### src/rtl/fetch_pkg.sv
// rtl/fetch_pkg.sv - shared types and constants for the instruction-fetch stage
// Purpose: buffer entry layout and fixed constants used by fetch_buffer,
//          fetch_unit and anything modelling the instruction memory.
// Ports:   none (package).
package fetch_pkg;

  localparam int          FETCH_BUF_DEPTH   = 2;
  // Word the instruction memory returns for an address beyond its depth.
  localparam logic [31:0] FETCH_FAULT_INSTR = 32'hDEADBEEF;

  typedef struct packed {
    logic [31:0] pc;
    logic [31:0] instr;
    logic        fault;
  } fetch_entry_t;

endpackage

### src/rtl/fetch_if.sv
// rtl/fetch_if.sv - fetch-to-decode valid/ready handshake bundle
// Purpose: carries the buffer head {pc, instr, fault} from fetch to decode.
// Signals: if_valid/if_pc/if_instr/if_fault driven by fetch (master),
//          if_ready driven by decode (slave).
interface fetch_if;

  logic        if_valid;
  logic        if_ready;
  logic [31:0] if_pc;
  logic [31:0] if_instr;
  logic        if_fault;

  modport master (
    output if_valid, if_pc, if_instr, if_fault,
    input  if_ready
  );

  modport slave (
    input  if_valid, if_pc, if_instr, if_fault,
    output if_ready
  );

endinterface

### src/rtl/fetch_buffer.sv
// rtl/fetch_buffer.sv - 2-entry FIFO of fetched instructions with flush
// Purpose: holds returned instruction words until decode takes them. The head
//          entry lives in its own register so the outputs are pure flop outputs.
// Ports:   clk, reset (async, active-high)
//          push/push_data  write an entry at the edge
//          pop             consume the head at the edge (ignored when empty)
//          flush           drop every entry; overrides push/pop
//          count           current occupancy 0..2
//          head/head_valid registered head entry
module fetch_buffer
  import fetch_pkg::*;
(
  input  logic         clk,
  input  logic         reset,
  input  logic         push,
  input  fetch_entry_t push_data,
  input  logic         pop,
  input  logic         flush,
  output logic [1:0]   count,
  output fetch_entry_t head,
  output logic         head_valid
);

  fetch_entry_t slot0_q, slot0_d;
  fetch_entry_t slot1_q, slot1_d;
  logic [1:0]   count_q, count_d;
  logic         pop_ok;

  always_comb begin
    slot0_d = slot0_q;
    slot1_d = slot1_q;
    count_d = count_q;
    pop_ok  = pop & (count_q != 2'd0);
    // Flush only clears occupancy; stale data stays in the slots but is
    // never presented because head_valid drops.
    if (flush) begin
      count_d = 2'd0;
    end else begin
      case ({push, pop_ok})
        2'b10: begin
          if (count_q == 2'd0) slot0_d = push_data;
          else                 slot1_d = push_data;
          count_d = count_q + 2'd1;
        end
        2'b01: begin
          slot0_d = slot1_q;
          count_d = count_q - 2'd1;
        end
        2'b11: begin
          // Occupancy is unchanged; the new word lands behind whatever remains.
          if (count_q == 2'd1) begin
            slot0_d = push_data;
          end else begin
            slot0_d = slot1_q;
            slot1_d = push_data;
          end
        end
        default: ;
      endcase
    end
  end

  always_ff @(posedge clk or posedge reset) begin
    if (reset) begin
      slot0_q <= '0;
      slot1_q <= '0;
      count_q <= 2'd0;
    end else begin
      slot0_q <= slot0_d;
      slot1_q <= slot1_d;
      count_q <= count_d;
    end
  end

  assign count      = count_q;
  assign head       = slot0_q;
  assign head_valid = (count_q != 2'd0);

endmodule

### src/rtl/fetch_unit.sv
// rtl/fetch_unit.sv - instruction-fetch stage: PC, memory issue, return buffer
// Purpose: owns the PC, issues one word address per cycle to a memory with a
//          1-cycle registered read, captures the returned word into a 2-entry
//          buffer and presents the head to decode; redirect flushes and restarts.
// Ports:   clk, reset (async, active-high)
//          fetch_en                  allow new fetches
//          redirect_valid/redirect_pc flush and restart at redirect_pc
//          imem_addr/imem_rdata      instruction memory address / returned word
//          dec (fetch_if.master)     if_valid/if_ready/if_pc/if_instr/if_fault
module fetch_unit
  import fetch_pkg::*;
#(
  parameter logic [31:0] RESET_PC  = 32'h0,
  parameter int          MEM_SIZE  = 1024,
  parameter int          BUF_DEPTH = FETCH_BUF_DEPTH
) (
  input  logic        clk,
  input  logic        reset,
  input  logic        fetch_en,
  input  logic        redirect_valid,
  input  logic [31:0] redirect_pc,
  output logic [31:0] imem_addr,
  input  logic [31:0] imem_rdata,
  fetch_if.master     dec
);

  localparam logic [31:0] MEM_LIMIT   = 32'(MEM_SIZE);
  // Entries held plus words in flight after this cycle's pop must leave room
  // for the word about to be issued.
  localparam logic [2:0]  ISSUE_LIMIT = 3'(BUF_DEPTH - 1);

  logic [31:0]  fetch_pc_q, fetch_pc_d;
  logic [31:0]  inflight_pc_q, inflight_pc_d;
  logic         inflight_q, inflight_d;

  logic [1:0]   occ;
  logic [2:0]   load;
  logic         pop;
  logic         push;
  logic         issue;
  fetch_entry_t push_entry;
  fetch_entry_t head;
  logic         head_valid;

  always_comb begin
    pop   = head_valid & dec.if_ready;
    load  = {1'b0, occ} + {2'b0, inflight_q} - {2'b0, pop};
    issue = fetch_en & ~redirect_valid & (load <= ISSUE_LIMIT);

    // A redirect kills the word returning this cycle.
    push             = inflight_q & ~redirect_valid;
    push_entry.pc    = inflight_pc_q;
    push_entry.instr = imem_rdata;
    push_entry.fault = (inflight_pc_q >= MEM_LIMIT);

    fetch_pc_d    = fetch_pc_q;
    inflight_pc_d = inflight_pc_q;
    inflight_d    = issue;
    if (redirect_valid) begin
      fetch_pc_d = redirect_pc;
    end else if (issue) begin
      inflight_pc_d = fetch_pc_q;
      fetch_pc_d    = fetch_pc_q + 32'd1;
    end
  end

  always_ff @(posedge clk or posedge reset) begin
    if (reset) begin
      fetch_pc_q    <= RESET_PC;
      inflight_pc_q <= 32'h0;
      inflight_q    <= 1'b0;
    end else begin
      fetch_pc_q    <= fetch_pc_d;
      inflight_pc_q <= inflight_pc_d;
      inflight_q    <= inflight_d;
    end
  end

  fetch_buffer u_buffer (
    .clk        (clk),
    .reset      (reset),
    .push       (push),
    .push_data  (push_entry),
    .pop        (pop),
    .flush      (redirect_valid),
    .count      (occ),
    .head       (head),
    .head_valid (head_valid)
  );

  assign imem_addr    = fetch_pc_q;
  assign dec.if_valid = head_valid;
  assign dec.if_pc    = head.pc;
  assign dec.if_instr = head.instr;
  assign dec.if_fault = head.fault;

endmodule
### src/flat_wrapper.sv
// flat-port wrapper written by rule: the top's interface ports become plain ports
module fetch_unit_flat import fetch_pkg::*;
#(
  parameter logic [31:0] RESET_PC  = 32'h0,
  parameter int          MEM_SIZE  = 1024,
  parameter int          BUF_DEPTH = FETCH_BUF_DEPTH
)
  (clk, reset, fetch_en, redirect_valid, redirect_pc, imem_addr, imem_rdata, dec_if_valid, dec_if_pc, dec_if_instr, dec_if_fault, dec_if_ready);
  fetch_if dec_i ();
  input  logic clk;
  input  logic reset;
  input  logic fetch_en;
  input  logic redirect_valid;
  input  logic [31:0] redirect_pc;
  output logic [31:0] imem_addr;
  input  logic [31:0] imem_rdata;
  output wire logic [$bits(dec_i.if_valid)-1:0] dec_if_valid;
  output wire logic [$bits(dec_i.if_pc)-1:0] dec_if_pc;
  output wire logic [$bits(dec_i.if_instr)-1:0] dec_if_instr;
  output wire logic [$bits(dec_i.if_fault)-1:0] dec_if_fault;
  input wire logic [$bits(dec_i.if_ready)-1:0] dec_if_ready;
  assign dec_if_valid = dec_i.if_valid;
  assign dec_if_pc = dec_i.if_pc;
  assign dec_if_instr = dec_i.if_instr;
  assign dec_if_fault = dec_i.if_fault;
  assign dec_i.if_ready = dec_if_ready;
  fetch_unit #(.RESET_PC(RESET_PC), .MEM_SIZE(MEM_SIZE), .BUF_DEPTH(BUF_DEPTH)) u_core (.clk(clk), .reset(reset), .fetch_en(fetch_en), .redirect_valid(redirect_valid), .redirect_pc(redirect_pc), .imem_addr(imem_addr), .imem_rdata(imem_rdata), .dec(dec_i));
endmodule
### config.mk
export PLATFORM = sky130hd
export DESIGN_NAME = fetch_unit_flat
export DESIGN_NICKNAME = d
export VERILOG_FILES = /design/src/rtl/fetch_pkg.sv /design/src/rtl/fetch_if.sv /design/src/rtl/fetch_buffer.sv /design/src/rtl/fetch_unit.sv /design/src/flat_wrapper.sv
export SDC_FILE = /design/constraint.sdc
export NUM_CORES = 1
export LEC_CHECK = 0
export ABC_AREA = 1
export BUFFER_PORTS_ARGS = -buffer_cell sky130_fd_sc_hd__buf_2
export CORE_UTILIZATION = 55
export DETAILED_ROUTE_END_ITERATION = 16
export MAX_ROUTING_LAYER = met4
export PLACE_DENSITY = 0.79
export SLEW_MARGIN = 20
export SYNTH_ARGS = -nofsm -noshare
export SYNTH_HDL_FRONTEND = slang
export SYNTH_SLANG_ARGS = --single-unit
export TNS_END_PERCENT = 30
### constraint.sdc
create_clock -name clk -period 19.4 [get_ports clk]
set_clock_uncertainty 0.05 [all_clocks]
set_input_delay 3.88 -clock clk [delete_from_list [all_inputs] [get_ports clk]]
set_output_delay 3.88 -clock clk [all_outputs]
set_load 0.01 [all_outputs]
* After elaboration in Yosys (flattened, before gate mapping)
Index checks and enable logic that the tools add are counted.
** Word-level totals
- Word-level logic and storage cells :: 49
- Flip-flop bits (word level) :: 197
- Input bits :: 69
- Output and inout bits :: 98
** Cells by class
- $add $sub $neg :: 5
- Equality and inequality tests :: 7
- Bitwise gates (word level) :: 6
- Order comparisons :: 2
- Reduce and logical (&&, ||, !) cells :: 9
- Multiplexer cells :: 10
** Operators with widths (count)
- 65-bit 2-to-1 mux :: 4
- 65-bit case mux with 3 select lines :: 1
- 65-bit case mux with 2 select lines :: 1
- 32-bit 2-to-1 mux :: 2
- 32-bit by 1-bit adder with 32-bit output, second input constant :: 1
- 32-bit by 11-bit >= comparator with 1-bit output, second input constant :: 1
- 2-bit != test, second input constant :: 3
- 2-bit nonzero test :: 3
- 3-bit nonzero test :: 2
- 1-bit AND :: 5
- 2-bit by 1-bit equality test with 1-bit output, second input constant :: 2
- 2-bit equality test, second input constant :: 2
- 2-bit case mux with 2 select lines :: 1
- 4-bit AND reduction :: 1
- 2-bit by 1-bit adder with 3-bit output :: 1
- 3-bit by 1-bit less-or-equal comparator with 1-bit output, second input constant :: 1
- 3-bit AND reduction :: 1
- 3-bit by 1-bit subtractor with 3-bit output :: 1
- 2-bit by 1-bit adder with 2-bit output, second input constant :: 1
- 2-bit zero test :: 1
- 2-bit 2-to-1 mux :: 1
- 2-bit AND reduction :: 1
- 2-bit by 1-bit subtractor with 2-bit output, second input constant :: 1
- 1-bit inverter :: 1

* Logic depth before layout (Yosys ltp)
Gate-level depths: netlist (run 1).
- Word-level depth :: 7
- Mapped depth :: 19
- Mapped depth without buffers :: 18

* Hierarchy
A second synthesis (run 1) with hierarchy kept.
** Unflattened totals
- Cell total of the unflattened synthesis :: 1381
- Area total of the unflattened synthesis :: 10329.9 sq um
** By module, submodules not included
- fetch_buffer :: area each 6426.2 sq um, times used 1, sequential area each 3303.2 sq um, cells an instance 801
- fetch_unit :: area each 3903.7 sq um, times used 1, sequential area each 1626.6 sq um, cells an instance 580

* Worst setup path after synthesis (run 1)
No wires, ideal clock.
- Path kind :: input to register
- Start :: input dec_if_ready
- End :: register u_core.fetch_pc_q[22], in the netlist u_core.imem_addr[22]
- Setup time :: 0.069 ns
- Slack :: 13.247 ns
- Cell stages on the path :: 16
- Arrival time :: 6.034 ns
- Data required time :: 19.281 ns
- Buffers on the path :: 3
- Path through :: inv_1 -> nor2_4 -> clkbuf_1 -> ha_1 -> inv_1 -> ha_1 -> inv_1 -> fa_1 -> nand2_1 -> nor2_4 -> nand2_2 -> buf_6 -> buf_6 -> nor2_1 -> nand4_1 -> nand3b_1
** On the way
- Longest elaborated chain between the ends :: 5
** Ends and longest elaborated chain
- start: declaration :: RTL line flat_wrapper.sv:21 : input wire logic [$bits(dec_i.if_ready)-1:0] dec_if_ready;
- 1-bit AND :: RTL line fetch_unit.sv:46 : pop = head_valid & dec.if_ready;
- 3-bit by 1-bit subtractor with 3-bit output :: RTL line fetch_unit.sv:47 : load = {1'b0, occ} + {2'b0, inflight_q} - {2'b0, pop};
- 3-bit by 1-bit less-or-equal comparator with 1-bit output :: RTL line fetch_unit.sv:48 : issue = fetch_en & ~redirect_valid & (load <= ISSUE_LIMIT);
- 1-bit AND :: RTL line fetch_unit.sv:48
- 2-bit nonzero test (no source line)
- end signal: assignment :: RTL line fetch_unit.sv:73 : fetch_pc_q <= fetch_pc_d;
- end: declaration :: RTL line fetch_unit.sv:32 : logic [31:0] fetch_pc_q, fetch_pc_d;
Every way passes these cells.
A chain may end at the register's enable or synchronous reset.

* Worst setup path in the final report (run 1)
- Start :: input dec_if_ready
- End :: register u_core.fetch_pc_q[3], in the netlist u_core.imem_addr[3]
The elaborated chain is that of the path after synthesis.

==> impl_results.md, run 1 <==
- Register bit total from synthesis: 197
- Worst vdd ir: around 0.000075 V
- Highest Clock Rate: about 140 MHz
- Final hold vios: 0
- Post-layout power: roughly 1.6 mW
- NetSw: between 500 and 600 µW
- Critical Path, Cell by Cell: buf_2, inv_1, nor2_4, buf_4, ha_1, inv_1, ha_1, inv_1, fa_1, nand2_1, nor2_4, nand2_2, buf_4, nand2_2, inv_2, nand2_1, o211ai_1
- Unrepaired setup endpoints after global routing: false
- Largest net degree at the start of global routing: 125
- Htree depth: 4
- Post-synth top area share: 52.4%
- Post-layout min period: about 7.3 ns
- Area delta synth->final: 14.9%
- Pleak: between 5 and 6 nW
- CTS buffer count: 17
- Io pins: approximately 170
- Final net count: about 1,400
- GRT overflow: 0
- Crit-path most repeated cell: inv_1
- Initial Util: 56.6%
- Port Buffers: 166
- Overall routing resource usage: a little over a quarter
- Mapped Cells: 1,180
- Fill count: approximately 1,400
- Syn avg cell area: about 8.0 µm²
- Area leader, netlist: dfrtp_1
- Final design utilization: around two thirds
- Switching Fraction: 37.0%
- Post-Place Setup Slack: roughly 12 ns
- Number of enable flip-flop cells after synthesis: 0
- Post-cts gate resize count: 0
- CP endpoint kind: flop
- CTS tree: built
- Maxcap violations: 0
- Hpwl dp: roughly 15,000 µm
- Required @ worst endpoint: between 15 and 20 ns
- Critical path fanouts, max: 75
- P_int: a little over 1 mW
- Fraction of layout instances using a drive strength above 1: between 10% and 20%
- Final period util: 37.7%
- Post-synth top cells: nand2_1, dfrtp_1, nor2_1, nand3_1, inv_1
- Synth Flop Type: dfrtp_1
- Core Rows: 47
- Vias per std cell: 5.38
- Outcome: complete, no violations
- Yosys warns: 0
- Clock buffer depth: 2
- Sequential Power Share: between 40% and 50%
- Clock-pin slew on the worst setup and hold paths: 0.06 ns
- Setup bufs post-CTS: 0
- Worst EP arrival: ~7.6 ns
- Post-CTS Hold Fix Bufs: 0
- Setup TNS: 0 ns
- Slew @ Worst Pin: between 0.9 and 1 ns
- CP Class: in -> reg
- Async set or reset register ratio after synthesis: between 90% and 100%
- DIE WIDTH: roughly 130 µm
- Root Buffer: clkbuf_16
- Area contributors post-synth: dfrtp_1, nand2_1, nand3_1
- Iter 0 DRT Violations: between 600 and 700
- Count leader, synth: nand2_1
- Core area: about 17,000 µm²
- Worst Hold Class: reg -> reg
- Post-DR wirelength/cell: ~15 µm
- Clk_lat worst skew: around 0.43 ns
- Synth Net Count: between 1,000 and 1,500
- Post-DP Area: 10,200 µm²
- Crit-path slowest cell: buf_4
- Die area: ~18,000 µm²
- DRT Wirelength: between 20,000 and 25,000 µm
- Clk sink count: between 150 and 200
- Number of global-route vias before repair: approximately 7,400
- Slew margin rel.: about 40%
- Via count: a little over 8,000
- Initial antenna violation count: 0
- Slew Viols, Final: 0
- Critical Path Max Stage Delay: ~0.59 ns
- Logic gate share of total power: between 30 and 40%
- # DRC: 0
- Antenna-violating nets left: 0
- Clk network pwr share: between 20% and 30%
- RD Place Congestion: 0.947
- Post-route cell area: roughly 11,000 µm²
- Unique masters post-synth: 26
- Global-route wire length before repair: ~37,000 µm
- DR pass1 iterations: 5
- Final setup vio count: 0
- Power per cell area: 149 nW/µm²
- Sequential area share after synthesis: 52.4%
- Nature of the critical path startpoint: primary input
- Post-Syn Area: roughly 9400 µm²
- Post-route setup slack: ~12 ns
- Die H: 133 µm
-- registers in the layout, indices dropped and copies added, names as in the netlist --
| register | count |
|---|---|
| u_core.inflight_q | 1 |
| u_core.u_buffer.head | 65 |
| u_core.u_buffer.count | 2 |
| u_core.u_buffer.slot1_q | 65 |
| u_core.imem_addr | 32 |
| u_core.inflight_pc_q | 32 |
-- path summary, 6_finish.rpt --
kind | start | to | slack [ns] | depth (start not counted)
worst max-delay path | dec_if_ready | u_core.imem_addr[3]$_DFFE_PP0P_ | 12.09 | 17
worst min-delay path | u_core.u_buffer.slot1_q[28]$_DFFE_PP0P_ | u_core.u_buffer.slot1_q[28]$_DFFE_PP0P_ | 0.43 | 2
worst max register to register | u_core.u_buffer.count[0]$_DFFE_PP0P_ | u_core.imem_addr[3]$_DFFE_PP0P_ | 14.88 | 17
worst min register to register | u_core.u_buffer.slot1_q[28]$_DFFE_PP0P_ | u_core.u_buffer.slot1_q[28]$_DFFE_PP0P_ | 0.43 | 2
max in group asynchronous | reset | u_core.inflight_pc_q[11]$_DFFE_PP0P_ | 14.25 | 3
min in group asynchronous | reset | u_core.u_buffer.head[28]$_DFFE_PP0P_ | 3.59 | 2
-- routing by layer --
layer | routed length [µm] | track usage (%) | vias to the layer above
met5 | 0 | - | -
met3 | 1660 | 4.44 | 27
li1 | - | - | 4064
met2 | 9830 | 38.8 | 344
met4 | 351 | 8.17 | 0
met1 | 10600 | 40.0 | 3849
-- critical path: cells and delay by family --
| family | cells | cell delay (ns) |
|---|---|---|
| simple gates | 6 | 0.90 |
| compound gates | 1 | 0.13 |
| fa+ha+maj | 3 | 0.93 |
| buf+inv | 7 | 1.73 |
-- cell type report --
class                           count  area (µm²)  share of cell area (%)
Timing Repair Buffer              173         883                    8.17
Clock inverter                      9         150                    1.39
Tap cell                          220         275                    2.55
Sequential cell                   197        4930                    45.6
Multi-Input combinational cell    832        3770                    34.8
Clock buffer                       22         474                    4.39
Antenna cell                        1        2.50                  0.0231
Inverter                           86         330                    3.05
-- layout by cell type (no fill, tap or decap), drive strengths merged --
cell type	count
a21oi	10
a31oi	64
buf	173
bufinv	4
clkbuf	22
clkinv	3
clkinvlp	2
dfrtp	197
diode	1
fa	1
ha	5
inv	86
nand2	411
nand3	109
nand3b	6
nand4	12
nor2	133
o211ai	8
o21ai	70
o221ai	1
o22ai	1
xnor2	1
-- logic make-up after synthesis --
group | Yosys count | share of synthesized area [%]
xor gates and xnor gates | 1 | 0.0931
DFF | 197 | 52.4
and+or+nand+nor | 671 | 29.6
adders and majority gates | 6 | 0.877
AOI/OAI and AO/OA | 154 | 9.30
buffers and inverters | 151 | 7.76
-- power groups by stage --
stage                     clock (mW)  sequential, mW  combinational (mW)
after floorplan                    0           0.732               0.333
after global placement             0           0.708               0.516
after detailed placement           0           0.714               0.534
after CTS                      0.377           0.708               0.537
after global routing           0.395           0.733               0.604
final                          0.373           0.710               0.533
-- metrics by stage --
stage          std cells  hold slack (ns)
6_report            1540            0.430
5_1_grt             1539            0.449
4_1_cts             1539            0.433
3_5_place_dp        1508            0.416
3_3_place_gp        1508            0.412
2_1_floorplan       1180            0.394
Power figures use the tool's default switching activity.
==> run 2, diff against run 1 <==
- clock period: 19.4 -> 7.7 ns (I/O delays scaled with it)
==> impl_results.md, run 2 (same netlist as run 1, synthesis figures left out) <==
- Outcome: complete, no violations (unchanged)
- Clock buffer depth: 2 (unchanged)
- Hpwl dp: 15,000 µm (was 14,700 µm)
- Hold depth: 2 (unchanged)
- Core Rows: 47 (unchanged)
- Critical path's top delay family: buffers and inverters (unchanged)
- Pleak: 5.30 nW (was 5.34 nW)
- Clock-pin slew on the worst setup and hold paths: 0.07 ns (was 0.06 ns)
- CP Class: in -> reg (unchanged)
- Final cell count without fillers: 1,540 (unchanged)
- Post-route setup slack: 3.04 ns (was 12.09 ns)
- RD Place Congestion: 0.918 (was 0.947)
- Critical Path Max Stage Delay: 0.67 ns (was 0.59 ns)
- Area delta synth->final: 14.3% (was 14.9%)
- Root Buffer: clkbuf_16 (unchanged)
- # DRC: 0 (unchanged)
- Fraction of layout instances using a drive strength above 1: 17.3% (was 17.2%)
- Worst Hold Class: reg -> reg (unchanged)
- Initial antenna violation count: 0 (unchanged)
- Via count: 8,313 (was 8,284)
- Largest net degree at the start of global routing: 125 (unchanged)
- Post-Place Setup Slack: 2.57 ns (was 11.67 ns)
- Post-layout power: 3.99 mW (was 1.62 mW)
- Clk sink count: 197 (unchanged)
- Reg2reg end: u_core.imem_addr[6]$_DFFE_PP0P_ (was u_core.imem_addr[3]$_DFFE_PP0P_)
- Final hold vios: 0 (unchanged)
- Final period util: 60.5%
- Final design utilization: 64.6% (was 65.0%)
- Worst reg2reg path depth: 15 (was 17)
- Post-cts gate resize count: 0 (unchanged)
- Initial Util: 56.6% (unchanged)
- Worst vdd ir: 0.000205 V (was 0.0000749 V)
- DRT Wirelength: 22,300 µm (was 22,500 µm)
- Post-layout min period: ~4.7 ns
- Antenna-violating nets left: 0 (unchanged)
- Crit path to: u_core.imem_addr[6]$_DFFE_PP0P_ (was u_core.imem_addr[3]$_DFFE_PP0P_)
- Slew Viols, Final: 0 (unchanged)
- Post-DP Area: 10,200 µm² (unchanged)
- Slew @ Worst Pin: 0.903 ns (was 0.904 ns)
- Worst EP arrival: 4.96 ns (was 7.59 ns)
- FF/Latch Area: 4930 µm² (unchanged)
- Unrepaired setup endpoints after global routing: false (unchanged)
- Die H: 133 µm (unchanged)
- Final setup vio count: 0 (unchanged)
- Nature of the critical path startpoint: primary input (unchanged)
- CTS buffer count: 17 (unchanged)
- DR pass1 iterations: 5 (unchanged)
- Post-route cell area: 10,800 µm² (about the same)
- Number of global-route vias before repair: 7,559 (was 7,446)
- Most frequent cells in the layout: nand2_1, dfrtp_1, buf_2, nor2_1, nand3_1 (unchanged)
- Worst setup path startpoint: dec_if_ready (unchanged)
- Fill count: 1,425 (was 1,405)
- Hold_ws: 0.431 ns (was 0.430 ns)
- Hold Crit Start: u_core.u_buffer.slot1_q[29]$_DFFE_PP0P_ (was u_core.u_buffer.slot1_q[28]$_DFFE_PP0P_)
- Critical path fanouts, max: 69 (was 75)
- Crit-path most repeated cell: inv_1 (unchanged)
- Core area: 16,600 µm² (unchanged)
- Slew margin rel.: 39.8% (was 39.7%)
- Htree depth: 4 (unchanged)
- Most common cell after layout, fill and taps aside: nand2_1 (unchanged)
- DIE WIDTH: 133 µm (unchanged)
- Reg2Reg Setup Slack: 3.46 ns (was 14.88 ns)
- Multi-input logic area: 3770 µm² (unchanged)
- Port Buffers: 166 (unchanged)
- WP buf/inv: 6 (was 7)
- Power per cell area: 371 nW/µm² (was 149 nW/µm²)
- Maxcap violations: 0 (unchanged)
- Io pins: 167 (unchanged)
- Placed Cells: 1,508 (unchanged)
- Clk_lat worst skew: 0.43 ns (about the same)
- Vias per std cell: 5.40 (was 5.38)
- Cell count along the critical path: 15 (was 17)
- GRT overflow: 0 (unchanged)
- Post-DR wirelength/cell: 14.5 µm (was 14.6 µm)
- Critical Path, Cell by Cell: buf_2, inv_1, nor2_4, buf_4, ha_1, inv_1, ha_1, inv_1, fa_1, nand2_1, nor2_4, nand2_2, inv_1, o21ai_0, o211ai_1 (was buf_2, inv_1, nor2_4, buf_4, ha_1, inv_1, ha_1, inv_1, fa_1, nand2_1, nor2_4, nand2_2, buf_4, nand2_2, inv_2, nand2_1, o211ai_1)
- Iter 0 DRT Violations: 612 (was 660)
- Inserted Diodes: 0 (was 1)
- Critical R2R Launch: u_core.u_buffer.count[1]$_DFFE_PP0P_ (was u_core.u_buffer.count[0]$_DFFE_PP0P_)
- Overall routing resource usage: 27.2% (about the same)
- Highest Clock Rate: around 210 MHz
- Post-CTS Hold Fix Bufs: 0 (unchanged)
- Setup bufs post-CTS: 0 (unchanged)
- Global-route wire length before repair: 37,300 µm (was 37,200 µm)
- CP endpoint kind: flop (unchanged)
- CTS tree: built (unchanged)
- Die area: 17,600 µm² (unchanged)
- Final net count: 1,382 (unchanged)
- Crit-path slowest cell: inv_1 (was buf_4)
- Setup TNS: 0 ns (unchanged)
- Required @ worst endpoint: 8.00 ns (was 19.68 ns)
-- run 2: area by class of cell --
type,count,share of cell area (%)
clock buffers,22,4.41
clock inverters,10,0.919
inverters,86,3.07
multi-input cells,832,35.0
flip-flops and latches,197,45.8
well taps,220,2.56
repair buffers,173,8.21
-- run 2: where the power goes --
group	leakage (nW)	total [mW]	internal, mW	switching (mW)
clock network	0.265	0.856	0.473	0.382
logic	2.64	1.34	0.509	0.828
registers	2.40	1.80	1.49	0.310
-- run 2: how the worst min path moves through the flow --
stage,end
3_3_place_gp,u_core.u_buffer.slot1_q[0]$_DFFE_PP0P_
2_1_floorplan,u_core.u_buffer.slot1_q[0]$_DFFE_PP0P_
6_report,u_core.u_buffer.slot1_q[29]$_DFFE_PP0P_
3_5_place_dp,u_core.u_buffer.slot1_q[0]$_DFFE_PP0P_
4_1_cts,u_core.u_buffer.slot1_q[31]$_DFFE_PP0P_
5_1_grt,u_core.u_buffer.slot1_q[25]$_DFFE_PP0P_
-- run 2: layer usage --
layer	GRT usage [%]	vias to the layer above	routed length, µm
li1	-	4057	-
met1	39.8	3862	10400
met2	39.3	374	9890
met3	4.37	20	1810
met4	7.41	0	212
met5	-	-	0
-- run 2: tightest hold or removal path, stage by stage (launching register included) --
cell     delay (ns)
dfrtp_1        0.34
nand2_1        0.05
nand2_1        0.06
